`src/rtl/apb_req_arbiter.sv`:
```
// -----------------------------------------------------------------------------
// apb_req_arbiter
//
// Round-robin arbiter and sequencer that shares one APB master/slave datapath
// between NUM_REQ requesters. It accepts one request at a time, drives the
// datapath command and write data, and waits for ready. Read data is captured
// one cycle after ready. Completion, or a timeout error, is returned to the
// requester that won arbitration.
//
// Parameters
//   NUM_REQ      number of requesters (2..8)
//   DATA_W       data width
//   TIMEOUT_CYC  maximum ACCESS cycles spent waiting for ready (0 = no limit)
//
// Ports
//   pclk, preset_n  clock (rising edge) and synchronous active-low reset
//   req_valid_i     per-requester request, held high until granted
//   req_write_i     per-requester direction (1 = write, 0 = read)
//   req_wdata_i     per-requester write data, slice i belongs to requester i
//   req_grant_o     one-hot, single-cycle pulse: request accepted
//   req_done_o      one-hot, single-cycle pulse: transaction finished
//   req_err_o       high together with req_done_o when the transaction timed out
//   req_rdata_o     read data, valid in the req_done_o cycle of a read
//   add_o           datapath command: 2'b11 write, 2'b01 read, 2'b00 idle
//   wdata_o         datapath write data
//   ready_i         datapath ready
//   rdata_i         datapath read data
//   busy_o          high while a transaction is in progress
// All outputs come straight from flops.
// -----------------------------------------------------------------------------
module apb_req_arbiter #(
  parameter int unsigned NUM_REQ     = 2,
  parameter int unsigned DATA_W      = 32,
  parameter int unsigned TIMEOUT_CYC = 16
) (
  input  logic                      pclk,
  input  logic                      preset_n,
  input  logic [NUM_REQ-1:0]        req_valid_i,
  input  logic [NUM_REQ-1:0]        req_write_i,
  input  logic [NUM_REQ*DATA_W-1:0] req_wdata_i,
  output logic [NUM_REQ-1:0]        req_grant_o,
  output logic [NUM_REQ-1:0]        req_done_o,
  output logic                      req_err_o,
  output logic [DATA_W-1:0]         req_rdata_o,
  output logic [1:0]                add_o,
  output logic [DATA_W-1:0]         wdata_o,
  input  logic                      ready_i,
  input  logic [DATA_W-1:0]         rdata_i,
  output logic                      busy_o
);

  localparam int unsigned IDX_W = (NUM_REQ > 1) ? $clog2(NUM_REQ) : 1;
  localparam int unsigned CNT_W = (TIMEOUT_CYC > 1) ? $clog2(TIMEOUT_CYC) : 1;

  // Counter value seen on the last permitted ACCESS cycle.
  localparam logic [CNT_W-1:0] CNT_LAST =
    (TIMEOUT_CYC == 0) ? '0 : CNT_W'(TIMEOUT_CYC - 1);

  localparam logic [1:0] CMD_IDLE  = 2'b00;
  localparam logic [1:0] CMD_READ  = 2'b01;
  localparam logic [1:0] CMD_WRITE = 2'b11;

  typedef enum logic [1:0] {
    ST_IDLE,
    ST_ACCESS,
    ST_CAPTURE
  } state_e;

  state_e               state_q, state_d;
  logic [1:0]           add_q, add_d;
  logic [DATA_W-1:0]    wdata_q, wdata_d;
  logic [DATA_W-1:0]    rdata_q, rdata_d;
  logic [NUM_REQ-1:0]   grant_q, grant_d;
  logic [NUM_REQ-1:0]   done_q, done_d;
  logic                 err_q, err_d;
  logic                 busy_q, busy_d;
  logic [CNT_W-1:0]     cnt_q, cnt_d;
  logic [IDX_W-1:0]     rr_q, rr_d;
  logic [IDX_W-1:0]     owner_q, owner_d;
  logic                 dir_q, dir_d;
  logic                 tout_q, tout_d;

  logic                 win_found;
  logic [IDX_W-1:0]     win_idx;
  logic [IDX_W-1:0]     cand_idx;

  // Round-robin search: the first valid requester strictly after the last
  // winner, wrapping modulo NUM_REQ. The found flag keeps the nearest one.
  always_comb begin
    win_found = 1'b0;
    win_idx   = '0;
    cand_idx  = '0;
    for (int unsigned i = 1; i <= NUM_REQ; i++) begin
      cand_idx = IDX_W'((32'(rr_q) + i) % NUM_REQ);
      if (!win_found && req_valid_i[cand_idx]) begin
        win_found = 1'b1;
        win_idx   = cand_idx;
      end
    end
  end

  always_comb begin
    state_d = state_q;
    add_d   = add_q;
    wdata_d = wdata_q;
    rdata_d = rdata_q;
    grant_d = '0;
    done_d  = '0;
    err_d   = 1'b0;
    cnt_d   = cnt_q;
    rr_d    = rr_q;
    owner_d = owner_q;
    dir_d   = dir_q;
    tout_d  = tout_q;

    case (state_q)
      ST_IDLE: begin
        add_d = CMD_IDLE;
        if (win_found) begin
          owner_d          = win_idx;
          dir_d            = req_write_i[win_idx];
          wdata_d          = req_wdata_i[32'(win_idx) * DATA_W +: DATA_W];
          add_d            = req_write_i[win_idx] ? CMD_WRITE : CMD_READ;
          grant_d[win_idx] = 1'b1;
          cnt_d            = '0;
          tout_d           = 1'b0;
          state_d          = ST_ACCESS;
        end
      end

      ST_ACCESS: begin
        // Ready wins over a timeout landing on the same edge.
        if (ready_i) begin
          add_d   = CMD_IDLE;
          state_d = ST_CAPTURE;
        end else begin
          cnt_d = cnt_q + 1'b1;
          if ((TIMEOUT_CYC != 0) && (cnt_q == CNT_LAST)) begin
            add_d   = CMD_IDLE;
            tout_d  = 1'b1;
            state_d = ST_CAPTURE;
          end
        end
      end

      ST_CAPTURE: begin
        // The datapath presents read data one cycle after ready.
        if (!dir_q && !tout_q) begin
          rdata_d = rdata_i;
        end
        done_d[owner_q] = 1'b1;
        err_d           = tout_q;
        rr_d            = owner_q;
        state_d         = ST_IDLE;
      end

      default: begin
        add_d   = CMD_IDLE;
        state_d = ST_IDLE;
      end
    endcase

    busy_d = (state_d != ST_IDLE);
  end

  always_ff @(posedge pclk) begin
    if (!preset_n) begin
      state_q <= ST_IDLE;
      add_q   <= CMD_IDLE;
      wdata_q <= '0;
      rdata_q <= '0;
      grant_q <= '0;
      done_q  <= '0;
      err_q   <= 1'b0;
      busy_q  <= 1'b0;
      cnt_q   <= '0;
      rr_q    <= IDX_W'(NUM_REQ - 1);
      owner_q <= '0;
      dir_q   <= 1'b0;
      tout_q  <= 1'b0;
    end else begin
      state_q <= state_d;
      add_q   <= add_d;
      wdata_q <= wdata_d;
      rdata_q <= rdata_d;
      grant_q <= grant_d;
      done_q  <= done_d;
      err_q   <= err_d;
      busy_q  <= busy_d;
      cnt_q   <= cnt_d;
      rr_q    <= rr_d;
      owner_q <= owner_d;
      dir_q   <= dir_d;
      tout_q  <= tout_d;
    end
  end

  assign req_grant_o = grant_q;
  assign req_done_o  = done_q;
  assign req_err_o   = err_q;
  assign req_rdata_o = rdata_q;
  assign add_o       = add_q;
  assign wdata_o     = wdata_q;
  assign busy_o      = busy_q;

endmodule
```
`config.mk`:
```
export PLATFORM = sky130hd
export DESIGN_NAME = apb_req_arbiter
export DESIGN_NICKNAME = d
export VERILOG_FILES = /design/src/rtl/apb_req_arbiter.sv
export SDC_FILE = /design/constraint.sdc
export NUM_CORES = 1
export LEC_CHECK = 0
export ABC_AREA = 1
export CAP_MARGIN = 5
export CORE_MARGIN = 5
export CORE_UTILIZATION = 40
export CTS_CLUSTER_DIAMETER = 40
export DETAILED_ROUTE_END_ITERATION = 8
export PLACE_DENSITY = 0.8
export SLEW_MARGIN = 30
export SYNTH_ARGS = -nofsm -noshare
export SYNTH_HDL_FRONTEND = slang
export SYNTH_SLANG_ARGS = --single-unit
```
`constraint.sdc`:
```
create_clock -name pclk -period 1.3 [get_ports pclk]
set_input_delay 0.195 -clock pclk [delete_from_list [all_inputs] [get_ports pclk]]
set_output_delay 0.195 -clock pclk [all_outputs]
set_load 0.005 [all_outputs]
```
==> results.md <==
- Status: finished clean
- Yosys warns: 0
- Crit path buffers/inverters: 2
- PwrDens: 1120 nW/µm²
- Clk root buf: clkbuf_8
- Synth Register Bits: 82
- Avg Cell Area, Syn: 7.17 µm²
- CTS Buf Count: 9
- Hold buffers post-CTS: 0
- Die area: between 10,000 and 15,000 µm²
- Die W: approximately 100 µm
- Top Layer Used: met4
- Leakage: 2.55 nW
- Pin count of the biggest net entering global routing: 58
- Dpl ws: -0.243 ns
- Synth top area share: 0.487
- Worst-path cell chain: inv_1, nor2_4, nand2_2, buf_12, o21ai_0, nor2_1
- I/O pin total: 175
- Max_cap viols: 0
- Clk_lat worst skew: about 0.34 ns
- Final setup vio count: 0
- Via Count: 3,501
- Detailed placer's ending HPWL: 7830 µm
- Crit path required time: ~1.5 ns
- Endpoints failing hold: 0
- DRC Markers: 0
- First-pass GRT wire length: 16,200 µm
- Area leader, netlist: dfxtp_1
- Die height: 102 µm
- Util after Layout: 0.656
- Initial Util: 0.410
- Worst path arrival time: 1.44 ns
- Syn_nets: 574
- Final setup TNS: 0 ns
- Initial DRC count: just over 90
- Final Wtd Congestion: 0.804
- Clk_skew: approximately 0.0083 ns
- CTS clk-pin slew, worst paths: 0.08 ns
- Remaining global-route overflow: 0
- Metal3 WL: 1290 µm
- Share of layout cells above drive strength 1: 0.0922
- H-tree levels: 3
- Critical Path Fanout Max: 23
- Gr usage total: 0.196
- Syn Inst Count: 470
- CTS max path bufs: 2
- Design Area, Final: 5390 µm²
- Routed len/inst: 13.2 µm
- CTS tree: done
- Tightest Pin Transition: 0.335 ns
- Core area: between 8000 and 9000 µm²
- Min Tclk post-route: 1.21 ns
- Setup ws final: 0.0890 ns
- Nets: 750
- Synthesized area: approximately 3400 µm²
- Vias per inst: approximately 4.6
- Maximum vdd drop: about 0.00054 V
- Critical path class: register to register
- Initial antenna violation count: 0
- Commonest non-fill, non-tap cell in the layout: nor2_1
- Worst setup SP type: register
- Period utilisation layout: 0.932
- Vias in the first global route: 3,511
- Port Buf Inserts: 174
- Max transition margin: 0.776
- CP top delay family: flip-flops
- Worst path slowest cell: dfxtp_1
- Crit path largest cell delay: 0.34 ns
- 1st-pass router iterations: 4
- Synth cell types: 26
- Fmax achieved: a little over 800 MHz
- # rows: 33
- CTS sink cnt: slightly above 80
- Synth-to-Final Area Change: 60.1%
- DRT antenna net count: 0
- WL met1: about 4000 µm
- Non-filler instance count after layout: 756
- HP Class: primary input to register
- DRT Wirelength: 9990 µm
- Post-synthesis sequential area ratio: 0.487
- N_diodes: 0
- Placed Area: 5230 µm²
- Ranking of synthesized cells by area: dfxtp_1 49%, nor2_1 16%, nand2_1 13%
- Placed cell count: 739
- CP endpoint kind: register
- Most frequent cells in the layout: 141 x nor2_1, 116 x nand2_1, 101 x clkdlybuf4s50_1
- Max Slew Vio Count: 0
- Unrepaired setup endpoints after global routing: true
- Met2 Routed Length: ~4600 µm
power by group:
part           internal [mW]  switching [mW]
logic                  0.686           0.561
registers               2.70          0.0996
clock network           1.14           0.878
per-layer routing:
layer | track usage | up-vias
met3 | 0.0778 | 14
met2 | 0.328 | 159
met4 | 0.0583 | 0
met5 | 0 | -
li1 | - | 1823
met1 | 0.233 | 1505
flip-flops by register name (all words and copies together) (netlist names):
| signal | flops |
|---|---|
| req_done_o | 2 |
| dir_q | 1 |
| owner_q | 1 |
| rr_q | 1 |
| req_err_o | 1 |
| wdata_o | 32 |
| tout_q | 1 |
| req_rdata_o | 32 |
| busy_o | 1 |
| req_grant_o | 2 |
| add_o | 2 |
| state_q | 2 |
| cnt_q | 4 |
path summary, 6_finish.rpt:
path / cells after the start / slack, ns / from / endpoint
worst min register to register: 1 / 0.45 / cnt_q[0]$_SDFFE_PN0P_ / cnt_q[0]$_SDFFE_PN0P_
worst max-delay path: 6 / 0.09 / state_q[1]$_SDFF_PN0_ / req_rdata_o[1]$_SDFFE_PN0P_
worst max register to register: 6 / 0.09 / state_q[1]$_SDFF_PN0_ / req_rdata_o[1]$_SDFFE_PN0P_
worst min-delay path: 3 / 0.30 / preset_n / state_q[0]$_SDFF_PN0_
synthesized netlist by cell type, drive strengths merged:
master,n
a211oi,1
a21oi,6
and3,1
buf,15
clkbuf,10
dfxtp,82
ha,1
inv,13
nand2,120
nand3,6
nor2,147
nor3,1
o21ai,66
o31ai,1
through the flow:
stage          hold slack (ns)  power [mW]
2_1_floorplan            0.343        3.42
3_3_place_gp             0.442        4.20
3_5_place_dp             0.445        4.22
4_1_cts                  0.293        6.13
5_1_grt                  0.319        6.41
6_report                 0.303        6.06
final cells by class:
type / count / area [µm²]
clock buffers: 12 / 145
clock inverters: 4 / 75.1
fillers: 732 / 2820
inverters: 13 / 51.3
multi-input cells: 350 / 1490
flip-flops and latches: 82 / 1660
well taps: 105 / 131
repair buffers: 190 / 1840
logic make-up (layout without fill, tap and decap cells):
group / count (synthesis) / after routing / synth area share
AND/OR/NAND/NOR: 275 / 275 / 0.322
flip-flops: 82 / 82 / 0.487
adder cells (fa/ha/maj): 1 / 1 / 0.00371
buffers and inverters: 38 / 219 / 0.0724
AO/OA/AOI/OAI: 74 / 74 / 0.115
worst min-delay path: stages:
cell	delay [ns]
buf_2	0.13
inv_1	0.21
a21oi_1	0.06
timing repair:
action	4_1_cts	5_1_grt
setup buffers	1	0
resized for setup	85	3
hold endpoints to repair	0	0
endpoints found under the setup margin	72	7
No activity file was read; power rests on OpenSTA's default activity.
